## src/rtl/mem_access_unit.sv

```systemverilog
// Load/store initiator for the 1024x32 single-port data memory: splits unaligned
// requests into one or two word accesses and realigns/extends read data.
module mem_access_unit (
    input  logic        CLK,
    input  logic        RST,
    input  logic        REQ_VALID,
    output logic        REQ_READY,
    input  logic        REQ_WE,
    input  logic [1:0]  REQ_SIZE,
    input  logic        REQ_UNSIGNED,
    input  logic [11:0] REQ_ADDR,
    input  logic [31:0] REQ_WDATA,
    output logic        RSP_VALID,
    output logic [31:0] RSP_RDATA,
    output logic        RSP_ERR,
    output logic        CEN,
    output logic        WEN,
    output logic [31:0] BWEN,
    output logic [9:0]  A,
    output logic [31:0] D,
    input  logic [31:0] Q
);

    localparam logic [1:0] S_IDLE = 2'd0;
    localparam logic [1:0] S_ACC0 = 2'd1;
    localparam logic [1:0] S_ACC1 = 2'd2;
    localparam logic [1:0] S_FIN  = 2'd3;

    logic [1:0]  state;
    logic [11:0] addr_q;
    logic [1:0]  size_q;
    logic        we_q;
    logic        uns_q;
    logic        err_q;
    logic [31:0] wdata_q;
    logic [31:0] lo_buf;

    logic [3:0]  req_lanes;
    logic [31:0] req_d;
    logic [3:0]  hi_lanes;
    logic        split_q;
    logic [31:0] hi_d;
    logic [63:0] raw;
    logic [31:0] sh;
    logic [31:0] load_data;

    // Byte-lane mask across the two-word window starting at the low word.
    function automatic logic [7:0] lane_mask(input logic [1:0] size, input logic [1:0] off);
        logic [7:0] m;
        case (size)
            2'b00:   m = 8'h01;
            2'b01:   m = 8'h03;
            default: m = 8'h0F;
        endcase
        return m << off;
    endfunction

    function automatic logic [31:0] expand_lanes(input logic [3:0] lanes);
        logic [31:0] r;
        for (int i = 0; i < 4; i++) r[8*i +: 8] = {8{lanes[i]}};
        return r;
    endfunction

    assign REQ_READY = (state == S_IDLE) && !RST;

    assign req_lanes = 4'(lane_mask(REQ_SIZE, REQ_ADDR[1:0]));
    assign req_d     = REQ_WDATA << {REQ_ADDR[1:0], 3'b000};
    assign hi_lanes  = 4'(lane_mask(size_q, addr_q[1:0]) >> 4);
    assign split_q   = |hi_lanes;
    assign hi_d      = wdata_q >> (6'd32 - {1'b0, addr_q[1:0], 3'b000});

    always_comb begin
        raw = split_q ? {Q, lo_buf} : {32'b0, Q};
        sh  = 32'(raw >> {addr_q[1:0], 3'b000});
        case (size_q)
            2'b00:   load_data = uns_q ? {24'b0, sh[7:0]}  : {{24{sh[7]}}, sh[7:0]};
            2'b01:   load_data = uns_q ? {16'b0, sh[15:0]} : {{16{sh[15]}}, sh[15:0]};
            default: load_data = sh;
        endcase
    end

    always_ff @(posedge CLK) begin
        if (RST) begin
            state     <= S_IDLE;
            addr_q    <= '0;
            size_q    <= '0;
            we_q      <= 1'b0;
            uns_q     <= 1'b0;
            err_q     <= 1'b0;
            wdata_q   <= '0;
            lo_buf    <= '0;
            RSP_VALID <= 1'b0;
            RSP_RDATA <= '0;
            RSP_ERR   <= 1'b0;
            CEN       <= 1'b0;
            WEN       <= 1'b1;
            BWEN      <= '0;
            A         <= '0;
            D         <= '0;
        end else begin
            RSP_VALID <= 1'b0;
            CEN       <= 1'b0;
            WEN       <= 1'b1;
            BWEN      <= '0;
            A         <= '0;
            D         <= '0;
            case (state)
                S_IDLE: begin
                    if (REQ_VALID) begin
                        addr_q  <= REQ_ADDR;
                        size_q  <= REQ_SIZE;
                        we_q    <= REQ_WE;
                        uns_q   <= REQ_UNSIGNED;
                        wdata_q <= REQ_WDATA;
                        if (REQ_SIZE == 2'b11) begin
                            err_q <= 1'b1;
                            state <= S_FIN;
                        end else begin
                            err_q <= 1'b0;
                            state <= S_ACC0;
                            CEN   <= 1'b1;
                            WEN   <= !REQ_WE;
                            A     <= REQ_ADDR[11:2];
                            if (REQ_WE) begin
                                D    <= req_d;
                                BWEN <= expand_lanes(req_lanes);
                            end
                        end
                    end
                end
                S_ACC0: begin
                    if (split_q) begin
                        state <= S_ACC1;
                        CEN   <= 1'b1;
                        WEN   <= !we_q;
                        A     <= addr_q[11:2] + 10'd1;
                        if (we_q) begin
                            D    <= hi_d;
                            BWEN <= expand_lanes(hi_lanes);
                        end
                    end else begin
                        state <= S_FIN;
                    end
                end
                S_ACC1: begin
                    lo_buf <= Q;
                    state  <= S_FIN;
                end
                default: begin
                    state     <= S_IDLE;
                    RSP_VALID <= 1'b1;
                    RSP_ERR   <= err_q;
                    RSP_RDATA <= (err_q || we_q) ? 32'b0 : load_data;
                end
            endcase
        end
    end

endmodule

```

## config.mk

```make
export PLATFORM = sky130hd
export DESIGN_NAME = mem_access_unit
export DESIGN_NICKNAME = d
export VERILOG_FILES = /design/src/rtl/mem_access_unit.sv
export SDC_FILE = /design/constraint.sdc
export NUM_CORES = 1
export LEC_CHECK = 0
export CORE_MARGIN = 2
export CORE_UTILIZATION = 40
export CTS_CLUSTER_DIAMETER = 150
export DETAILED_ROUTE_END_ITERATION = 8
export PLACE_DENSITY = 0.66
export SYNTH_ARGS = -nofsm -noshare
export SYNTH_HDL_FRONTEND = slang
export SYNTH_SLANG_ARGS = --single-unit
```

## constraint.sdc

```tcl
create_clock -name CLK -period 4.2 [get_ports CLK]
set_input_delay 0.84 -clock CLK [delete_from_list [all_inputs] [get_ports CLK]]
set_output_delay 0.84 -clock CLK [all_outputs]
set_load 0.005 [all_outputs]
```

==> run_results.csv, run 1 <==
group,metric,value,unit
logic_synthesis,yosys.area.top_type,"dfxtp_1",
critical_path,r2r-start,"addr_q[0]",
clocking,h-tree-depth,4,
global_routing,top_usage_layer,"met2",
critical_path,r2r_setup_slack,1.31,ns
critical_path,critPathLaunch,"addr_q[0]",
pwr,power_density,485,mW/mm^2
sta,period_share,68.8,%
critical_path,cp-end-kind,"flip-flop",
sta,fin_worst_skew,0.0136,ns
global_routing,gr-usage-met3,3.70,%
global_routing,grt_use_met2,38.0,%
detailed_routing,drc_errors,0,
sta,fin_crit,2.89,ns
finish,final_util,53.4,%
logic_synthesis,yosysSeqAreaShare,38.6,%
placement,dp_cells,1368,
critical_path,crit_path_max_incr_delay,0.79,ns
critical_path,r2r-end,"D[24]",
global_routing,grt_pass1_vias,7249,
sta,max_slew_margin,30.8,%
detailed_routing,drtAntennaViolNets,0,
logic_synthesis,yosysUniqueCellTypes,53,
die,start_util,41.1,%
critical_path,cpMaxStageDelayCell,"dfxtp_4",
clocking,cts-root-buf,"clkbuf_16",
clocking,cts_max_path_buffers,2,
logic_synthesis,synth_edf_count,0,
global_routing,grt_overflow,0,
detailed_routing,drt-vias-per-instance,5.58,
logic_synthesis,ys_ff_latch,162,
finish,synthToLayoutAreaGrowth,30.0,%
logic_synthesis,synthFlopType,"dfxtp_1",
sta,worst_slew_pin_slew,1.04,ns
run,drv_cap,0,
global_routing,grt_max_degree,53,
sta,setup_viol,0,
critical_path,cp.required,4.56,ns
clocking,insertion_delay,0.43,ns
die,rows,52,
finish,final_cell_mix,"192 x clkdlybuf4s50_1, 183 x nand2_1, 160 x dfxtp_1",
placement,numPortBuffers,193,
sta,fmax,0.346,GHz
die,die_h,149,um
clocking,numCtsBuffers,17,
detailed_routing,dr.first_iter.drc_count,590,
placement,hpwl,17500,um
sta,rsz0062_at_grt,"no",
finish,nets,1206,
logic_synthesis,synth_area,0.00839,mm^2
clocking,cts.sinks,162,
critical_path,worstPathCellList,"inv_2 -> ha_1 -> nor4_4 -> buf_4 -> nand2_1 -> nor2_2 -> a22o_1",
sta,hold_viol_final,0,
global_routing,antenna_found_initial,0,
critical_path,arrival,3.25,ns
sta,fin_setup_tns,0,ns
critical_path,cp-start-kind,"flip-flop",
die,die-width,149,um
critical_path,path_class,"flip-flop to flip-flop",
logic_synthesis,yosys_warnings,0,
hold_path,hold_path_class,"flip-flop to flip-flop",
clocking,hold_buffers,0,
clocking,cts_resized,0,
clocking,cts_setup_buffers,0,
sta,whs,0.451,ns
outcome,outcome,"completed",
sta,slew_viol_final,0,
logic_synthesis,synth_top_cell_area_share,38.6,%
die,coreArea,0.0204,mm^2
detailed_routing,drt_wl_total,26000,um
detailed_routing,wl_per_cell,18.5,um
logic_synthesis,synthArstFlopShare,0,%
finish,drive_above_1_share,9.29,%
global_routing,grt_pass1_wl,40700,um
finish,final_common_cell,"clkdlybuf4s50_1",
global_routing,globalRouteMet1Util,31.6,%
pwr,leakagePower,3.95,nW
logic_synthesis,synthCells,991,
die,io_pins,194,
pwr,ir_drop,0.000301,V
logic_synthesis,syn_avg_cell_area,8.47,um^2
logic_synthesis,syn-num-nets,1080,
detailed_routing,dr.pass1.iters,6,
placement,gp_congestion,0.836,
critical_path,endpoint,"D[24]",
finish,finalNonFillerCells,1400,
clocking,clkTransAtPathRegs,0.07,ns
finish,antenna_cells,0,
critical_path,path_max_fanout,52,
logic_synthesis,synth.area.top_cells,"dfxtp_1 39%, mux2i_1 10%, nand2_1 8.2%, mux4_2 5.6%, a21oi_1 5.5%",
finish,n_fill_cell,1895,
critical_path,reg2reg_depth,7,
global_routing,grt_usage,23.3,%
die,die_area,0.0222,mm^2
clocking,cts_tree,"yes",
detailed_routing,via_count,7816,
-- power breakdown --
group / switching, mW / internal (mW) / leakage (nW) / total (mW)
Clock: 0.658 / 0.989 / 0.308 / 1.65
Sequential: 0.211 / 1.75 / 1.32 / 1.96
Combinational: 0.933 / 0.745 / 2.32 / 1.68
Total: 1.80 / 3.49 / 3.95 / 5.29
-- metrics by stage --
stage,instance area (um^2),power (mW),setup WS [ns]
after global routing,10900,5.56,1.14
after CTS,10900,5.30,1.31
after detailed placement,10300,3.66,1.27
after floorplan,8390,3.08,1.72
final,10900,5.29,1.31
after global placement,10300,3.63,1.31
-- worst min path at each step --
stage / cells after the start / from / slack (ns) / endpoint
2_1_floorplan: 2 / RSP_RDATA[4] / 0.43 / RSP_RDATA[4]
5_1_grt: 2 / wdata_q[5] / 0.48 / wdata_q[5]
3_5_place_dp: 2 / RSP_RDATA[22] / 0.44 / RSP_RDATA[22]
6_report: 2 / RSP_RDATA[4] / 0.45 / RSP_RDATA[4]
4_1_cts: 2 / RSP_RDATA[4] / 0.45 / RSP_RDATA[4]
3_3_place_gp: 2 / RSP_RDATA[21] / 0.43 / RSP_RDATA[21]
-- cell usage after synthesis, types with 7 or more instances --
cell,instances
nor3_1,8
dfxtp_1,162
a31oi_1,13
buf_4,28
nor2_1,98
clkbuf_1,44
mux2i_1,84
a22oi_1,37
nor2b_1,8
mux2_2,17
a21oi_1,92
a32oi_1,8
buf_1,12
inv_1,8
mux4_2,21
o21ai_0,43
o22ai_1,8
a211oi_1,7
buf_2,21
nand3_1,12
a22o_1,8
nand2_1,183
-- logic make-up (layout without fill, tap and decap cells) --
kind of cell | count (synthesis) | after routing | synth area share (%)
simple gates | 332 | 332 | 16.4
flops | 162 | 162 | 38.6
fa+ha+maj | 6 | 6 | 0.895
xor+xnor | 8 | 8 | 0.835
compound gates | 246 | 246 | 18.5
mux | 122 | 122 | 17.9
buf+inv | 115 | 254 | 6.80
-- sequential cells by signal, indices dropped and copies added (netlist names), 2 cells and up --
name and cells:
BWEN 4, RSP_RDATA 32, A 10, lo_buf 29, size_q 2, wdata_q 32
D 32, addr_q 12, state 2
-- metal layers --
layer / up-vias / routed length (um)
li1: 3731 / -
met5: - / 0
met2: 322 / 12400
met1: 3725 / 11300
met4: 0 / 562
met3: 38 / 1680
-- worst max-delay path, delay by kind of cell (launching register included) --
kind | cells | cell delay, ns
simple gates | 3 | 1.18
buf+inv | 2 | 0.35
flops | 1 | 0.79
compound gates | 1 | 0.25
fa+ha+maj | 1 | 0.25
-- cell type report --
class | instances | area [um^2] | area share, %
Sequential cell | 162 | 3250 | 29.8
Multi-Input combinational cell | 714 | 4590 | 42.1
Inverter | 9 | 33.8 | 0.310
Clock buffer | 21 | 470 | 4.31
Timing Repair Buffer | 213 | 2080 | 19.0
Clock inverter | 11 | 153 | 1.40
Tap cell | 270 | 338 | 3.10
No activity file was read; power rests on OpenSTA's default activity.
==> inputs of run 2 (changes only) <==
clock period = 2.7 ns   (was 4.2 ns; I/O delays follow)
==> run_results.csv, run 2 (same netlist as run 1, synthesis figures left out) <==
group,metric,value,unit
detailed_routing,wl_per_cell,17.9,um
die,die_h,149,um
global_routing,grt_max_degree,81,
sta,fin_worst_skew,0.0139,ns
pwr,ir_drop,0.000521,V
critical_path,path_max_fanout,9,
clocking,cts_tree,"yes",
sta,fmax,0.391,GHz
finish,final_cell_mix,"192 x clkdlybuf4s50_1, 183 x nand2_1, 160 x dfxtp_1",
detailed_routing,via_count,7890,
sta,rsz0062_at_grt,"no",
detailed_routing,drt_wl_total,25500,um
critical_path,path_class,"flip-flop to primary output",
global_routing,antenna_found_initial,0,
die,coreArea,0.0204,mm^2
die,die-width,149,um
clocking,cts.sinks,162,
critical_path,cpMaxStageDelayCell,"clkdlybuf4s50_1",
sta,period_share,94.7,%
global_routing,grt_pass1_wl,39900,um
placement,dp_cells,1387,
hold_path,hp-start,"RSP_RDATA[4]",
finish,reg.largest.list,"D x32, RSP_RDATA x32, wdata_q x32",
pwr,power_density,729,mW/mm^2
finish,drive_above_1_share,10.9,%
finish,synthToLayoutAreaGrowth,31.4,%
critical_path,path_delay_family,"buffers and inverters",
detailed_routing,dr.first_iter.drc_count,569,
run,drv_cap,0,
placement,hpwl,17400,um
global_routing,grt_overflow,0,
clocking,cts_setup_buffers,0,
die,die_area,0.0222,mm^2
global_routing,grt_usage,23.0,%
finish,antenna_cells,0,
clocking,insertion_delay,0.44,ns
critical_path,cp-start-kind,"flip-flop",
detailed_routing,dr.pass1.iters,5,
finish,nets,1225,
clocking,h-tree-depth,4,
die,rows,52,
clocking,numCtsBuffers,17,
clocking,cts_max_path_buffers,2,
placement,gp_congestion,0.862,
finish,n_fill_cell,1926,
sta,setup_viol,0,
critical_path,critPathLaunch,"state[0]",
placement,dp_slack,0.0545,ns
pwr,swShare,35.6,%
pwr,seqPwrFrac,37.4,%
pwr,p_int,5.17,mW
clocking,cts-root-buf,"clkbuf_16",
clocking,cts_resized,0,
detailed_routing,drtAntennaViolNets,0,
detailed_routing,drt-vias-per-instance,5.56,
hold_path,hold_path_class,"flip-flop to flip-flop",
detailed_routing,drc_errors,0,
finish,final_common_cell,"clkdlybuf4s50_1",
placement,numPortBuffers,193,
sta,worst_slew_pin_slew,0.758,ns
critical_path,crit_path_max_incr_delay,0.56,ns
sta,max_slew_margin,49.4,%
finish,final_util,54.0,%
outcome,outcome,"completed",
global_routing,grt_pass1_vias,7311,
sta,fin_setup_tns,0,ns
pwr,pwr-share-comb,34.0,%
sta,fin_crit,2.56,ns
pwr,pwr-share-clk,28.7,%
clocking,clkTransAtPathRegs,0.07,ns
placement,dpl_cell_area,0.0105,mm^2
pwr,power,8.04,mW
clocking,hold_buffers,0,
pwr,leakagePower,4.02,nW
sta,whs,0.442,ns
critical_path,cp.buffers_inverters,2,
finish,postLayoutCellArea,0.0110,mm^2
critical_path,r2r-start,"size_q[1]",
pwr,switchingPower,2.86,mW
die,start_util,41.1,%
critical_path,arrival,2.02,ns
critical_path,worstPathCellList,"inv_1 -> ha_1 -> nor2b_1 -> clkdlybuf4s50_1",
finish,finalNonFillerCells,1419,
sta,hold_viol_final,0,
sta,layout_setup_ws,0.144,ns
critical_path,cp-end-kind,"primary output",
critical_path,cp.required,2.16,ns
die,io_pins,194,
sta,slew_viol_final,0,
-- run 2: cell types whose count changed in the layout (fill, tap and decap cells not counted), sizes merged --
| cell | previous run | this run |
|---|---|---|
| buf | 21 | 40 |
| clkinvlp | 0 | 2 |
| bufinv | 3 | 0 |
| clkbuf | 21 | 18 |
| inv | 10 | 14 |
-- run 2: worst paths after layout --
path                  endpoint  slack, ns  cells after the start
setup / recovery     REQ_READY       0.14                      4
hold / removal    RSP_RDATA[4]       0.44                      2
setup reg to reg  RSP_RDATA[9]       0.48                      5
hold reg to reg   RSP_RDATA[4]       0.44                      2
-- run 2: metal layers --
metal	track usage [%]	wire [um]
met1	30.9	11300
met2	36.5	11900
met3	5.20	1730
met4	8.43	572
met5	0	0
-- run 2: power by group through the flow --
stage / sequential, mW / combinational (mW) / clock (mW)
after detailed placement: 3.05 / 2.71 / 0
after CTS: 3.00 / 2.73 / 2.35
after global placement: 3.04 / 2.68 / 0
after floorplan: 2.96 / 1.84 / 0
final: 3.00 / 2.73 / 2.30
after global routing: 3.05 / 2.98 / 2.45
-- run 2: worst reg2reg max path: cells and delay by family (launching register included) --
family / cells / cell delay (ns)
AOI/OAI and AO/OA: 1 / 0.29
DFF: 1 / 0.53
muxes: 2 / 0.88
and+or+nand+nor: 2 / 0.41
-- run 2: cell type report --
class	count	area (um^2)	area share, %
Clock buffer	18	439	3.98
Clock inverter	14	125	1.13
Inverter	9	33.8	0.306
Multi-Input combinational cell	714	4590	41.6
Sequential cell	162	3250	29.4
Tap cell	270	338	3.06
Timing Repair Buffer	232	2260	20.5
==> inputs of run 3 (changes only) <==
CTS_BUF_LIST = sky130_fd_sc_hd__clkbuf_8   (was unset)
==> run_results.csv, run 3 (same netlist as run 1, synthesis figures left out) <==
group,metric,value,unit
critical_path,reg2reg_depth,5,
finish,antenna_cells,0,
finish,seq_area,0.00325,mm^2
critical_path,path_class,"flip-flop to primary output",
pwr,power_density,685,mW/mm^2
sta,fin_worst_skew,0.0151,ns
die,die_h,149,um
pwr,ir_drop,0.000415,V
detailed_routing,drt_wl_total,25500,um
clocking,insertion_delay,0.47,ns
global_routing,grt_usage,22.8,%
hold_path,min_delay_worst_endpoint,"RSP_RDATA[4]",
die,coreArea,0.0204,mm^2
sta,worst_slew_pin_slew,0.792,ns
finish,drive_above_1_share,11.0,%
clocking,h-tree-depth,4,
detailed_routing,dr.pass1.iters,5,
critical_path,r2r-end,"RSP_RDATA[9]",
global_routing,grt_max_degree,81,
clocking,cts.sinks,162,
sta,max_slew_margin,47.1,%
detailed_routing,drt-vias-per-instance,5.54,
finish,postLayoutCellArea,0.0108,mm^2
run,drv_cap,0,
critical_path,cp-start-kind,"flip-flop",
hold_path,hold_path_class,"flip-flop to flip-flop",
sta,hold_viol_final,0,
sta,slew_viol_final,0,
critical_path,arrival,1.98,ns
sta,fin_crit,2.52,ns
global_routing,grt_pass1_vias,7293,
global_routing,grt_overflow,0,
hold_path,hp-start,"RSP_RDATA[4]",
finish,synthToLayoutAreaGrowth,29.2,%
hold_path,holdPathStages,2,
outcome,outcome,"completed",
clocking,cts_setup_buffers,0,
die,io_pins,194,
sta,rsz0062_at_grt,"no",
critical_path,cp.required,2.16,ns
die,start_util,41.1,%
finish,nets,1225,
sta,period_share,93.2,%
critical_path,cp-end-kind,"primary output",
detailed_routing,wl_per_cell,17.9,um
global_routing,antenna_found_initial,0,
clocking,cts_max_path_buffers,2,
sta,setup_viol,0,
die,die-width,149,um
sta,fin_setup_tns,0,ns
global_routing,grt_pass1_wl,39700,um
clocking,cts_resized,0,
detailed_routing,dr.first_iter.drc_count,600,
detailed_routing,drtAntennaViolNets,0,
placement,gp_congestion,0.862,
detailed_routing,via_count,7856,
placement,dpl_cell_area,0.0105,mm^2
finish,final_common_cell,"clkdlybuf4s50_1",
finish,final_cell_mix,"192 x clkdlybuf4s50_1, 183 x nand2_1, 160 x dfxtp_1",
placement,hpwl,17400,um
critical_path,r2r-start,"size_q[1]",
pwr,leakagePower,3.93,nW
die,die_area,0.0222,mm^2
clocking,numCtsBuffers,17,
critical_path,path_max_fanout,9,
finish,reg.largest.list,"D x32, RSP_RDATA x32, wdata_q x32",
placement,numPortBuffers,193,
die,rows,52,
clocking,cts-root-buf,"clkbuf_8",
finish,n_fill_cell,1949,
clocking,hold_buffers,0,
clocking,clkTransAtPathRegs,0.09,ns
clocking,cts_tree,"yes",
finish,multi_input_area,0.00459,mm^2
sta,fmax,0.397,GHz
critical_path,r2r_setup_slack,0.48,ns
detailed_routing,drc_errors,0,
-- run 3: critical path, stage by stage, from the launching register on --
cell and delay, ns:
dfxtp_1 0.35, inv_1 0.09, ha_2 0.28, nor2b_1 0.22
clkdlybuf4s50_1 0.57
-- run 3: metrics by stage --
stage / hold WS [ns] / worst slack [ns] / power (mW) / util [%] / std cells
5_1_grt: 0.473 / 0.0922 / 7.85 / 53.1 / 1419
6_report: 0.449 / 0.182 / 7.42 / 53.1 / 1419
4_1_cts: 0.450 / 0.0773 / 7.45 / 53.1 / 1419
3_3_place_gp: 0.427 / 0.130 / 5.72 / 51.2 / 1387
2_1_floorplan: 0.435 / 0.225 / 4.79 / - / 991
3_5_place_dp: 0.436 / 0.0545 / 5.76 / 51.2 / 1387
-- run 3: cell type report --
class	instances	area share (%)
multi-input cells	714	42.3
flip-flops and latches	162	30.0
repair buffers	232	20.8
well taps	270	3.12
clock buffers	18	2.29
clock inverters	14	1.15
inverters	9	0.312
-- run 3: worst max path at each step --
stage	end	startpoint	depth (start not counted)	slack, ns
2_1_floorplan	D[1]	addr_q[0]	10	0.22
3_3_place_gp	RSP_RDATA[12]	Q[15]	6	0.13
5_1_grt	REQ_READY	state[0]	4	0.09
4_1_cts	REQ_READY	state[0]	4	0.08
6_report	REQ_READY	state[0]	4	0.18
3_5_place_dp	RSP_RDATA[9]	Q[23]	6	0.05
-- run 3: power by group --
part | switching (mW) | internal, mW | leakage, nW
clock | 0.992 | 0.689 | 0.187
combinational | 1.52 | 1.22 | 2.42
sequential | 0.280 | 2.72 | 1.32
total | 2.79 | 4.64 | 3.93
-- run 3: routing by layer --
layer,part of all wire [%],global-route usage [%]
met1,44,30.9
met2,47,36.1
met3,7.0,4.86
met4,2.2,8.10
met5,0,0
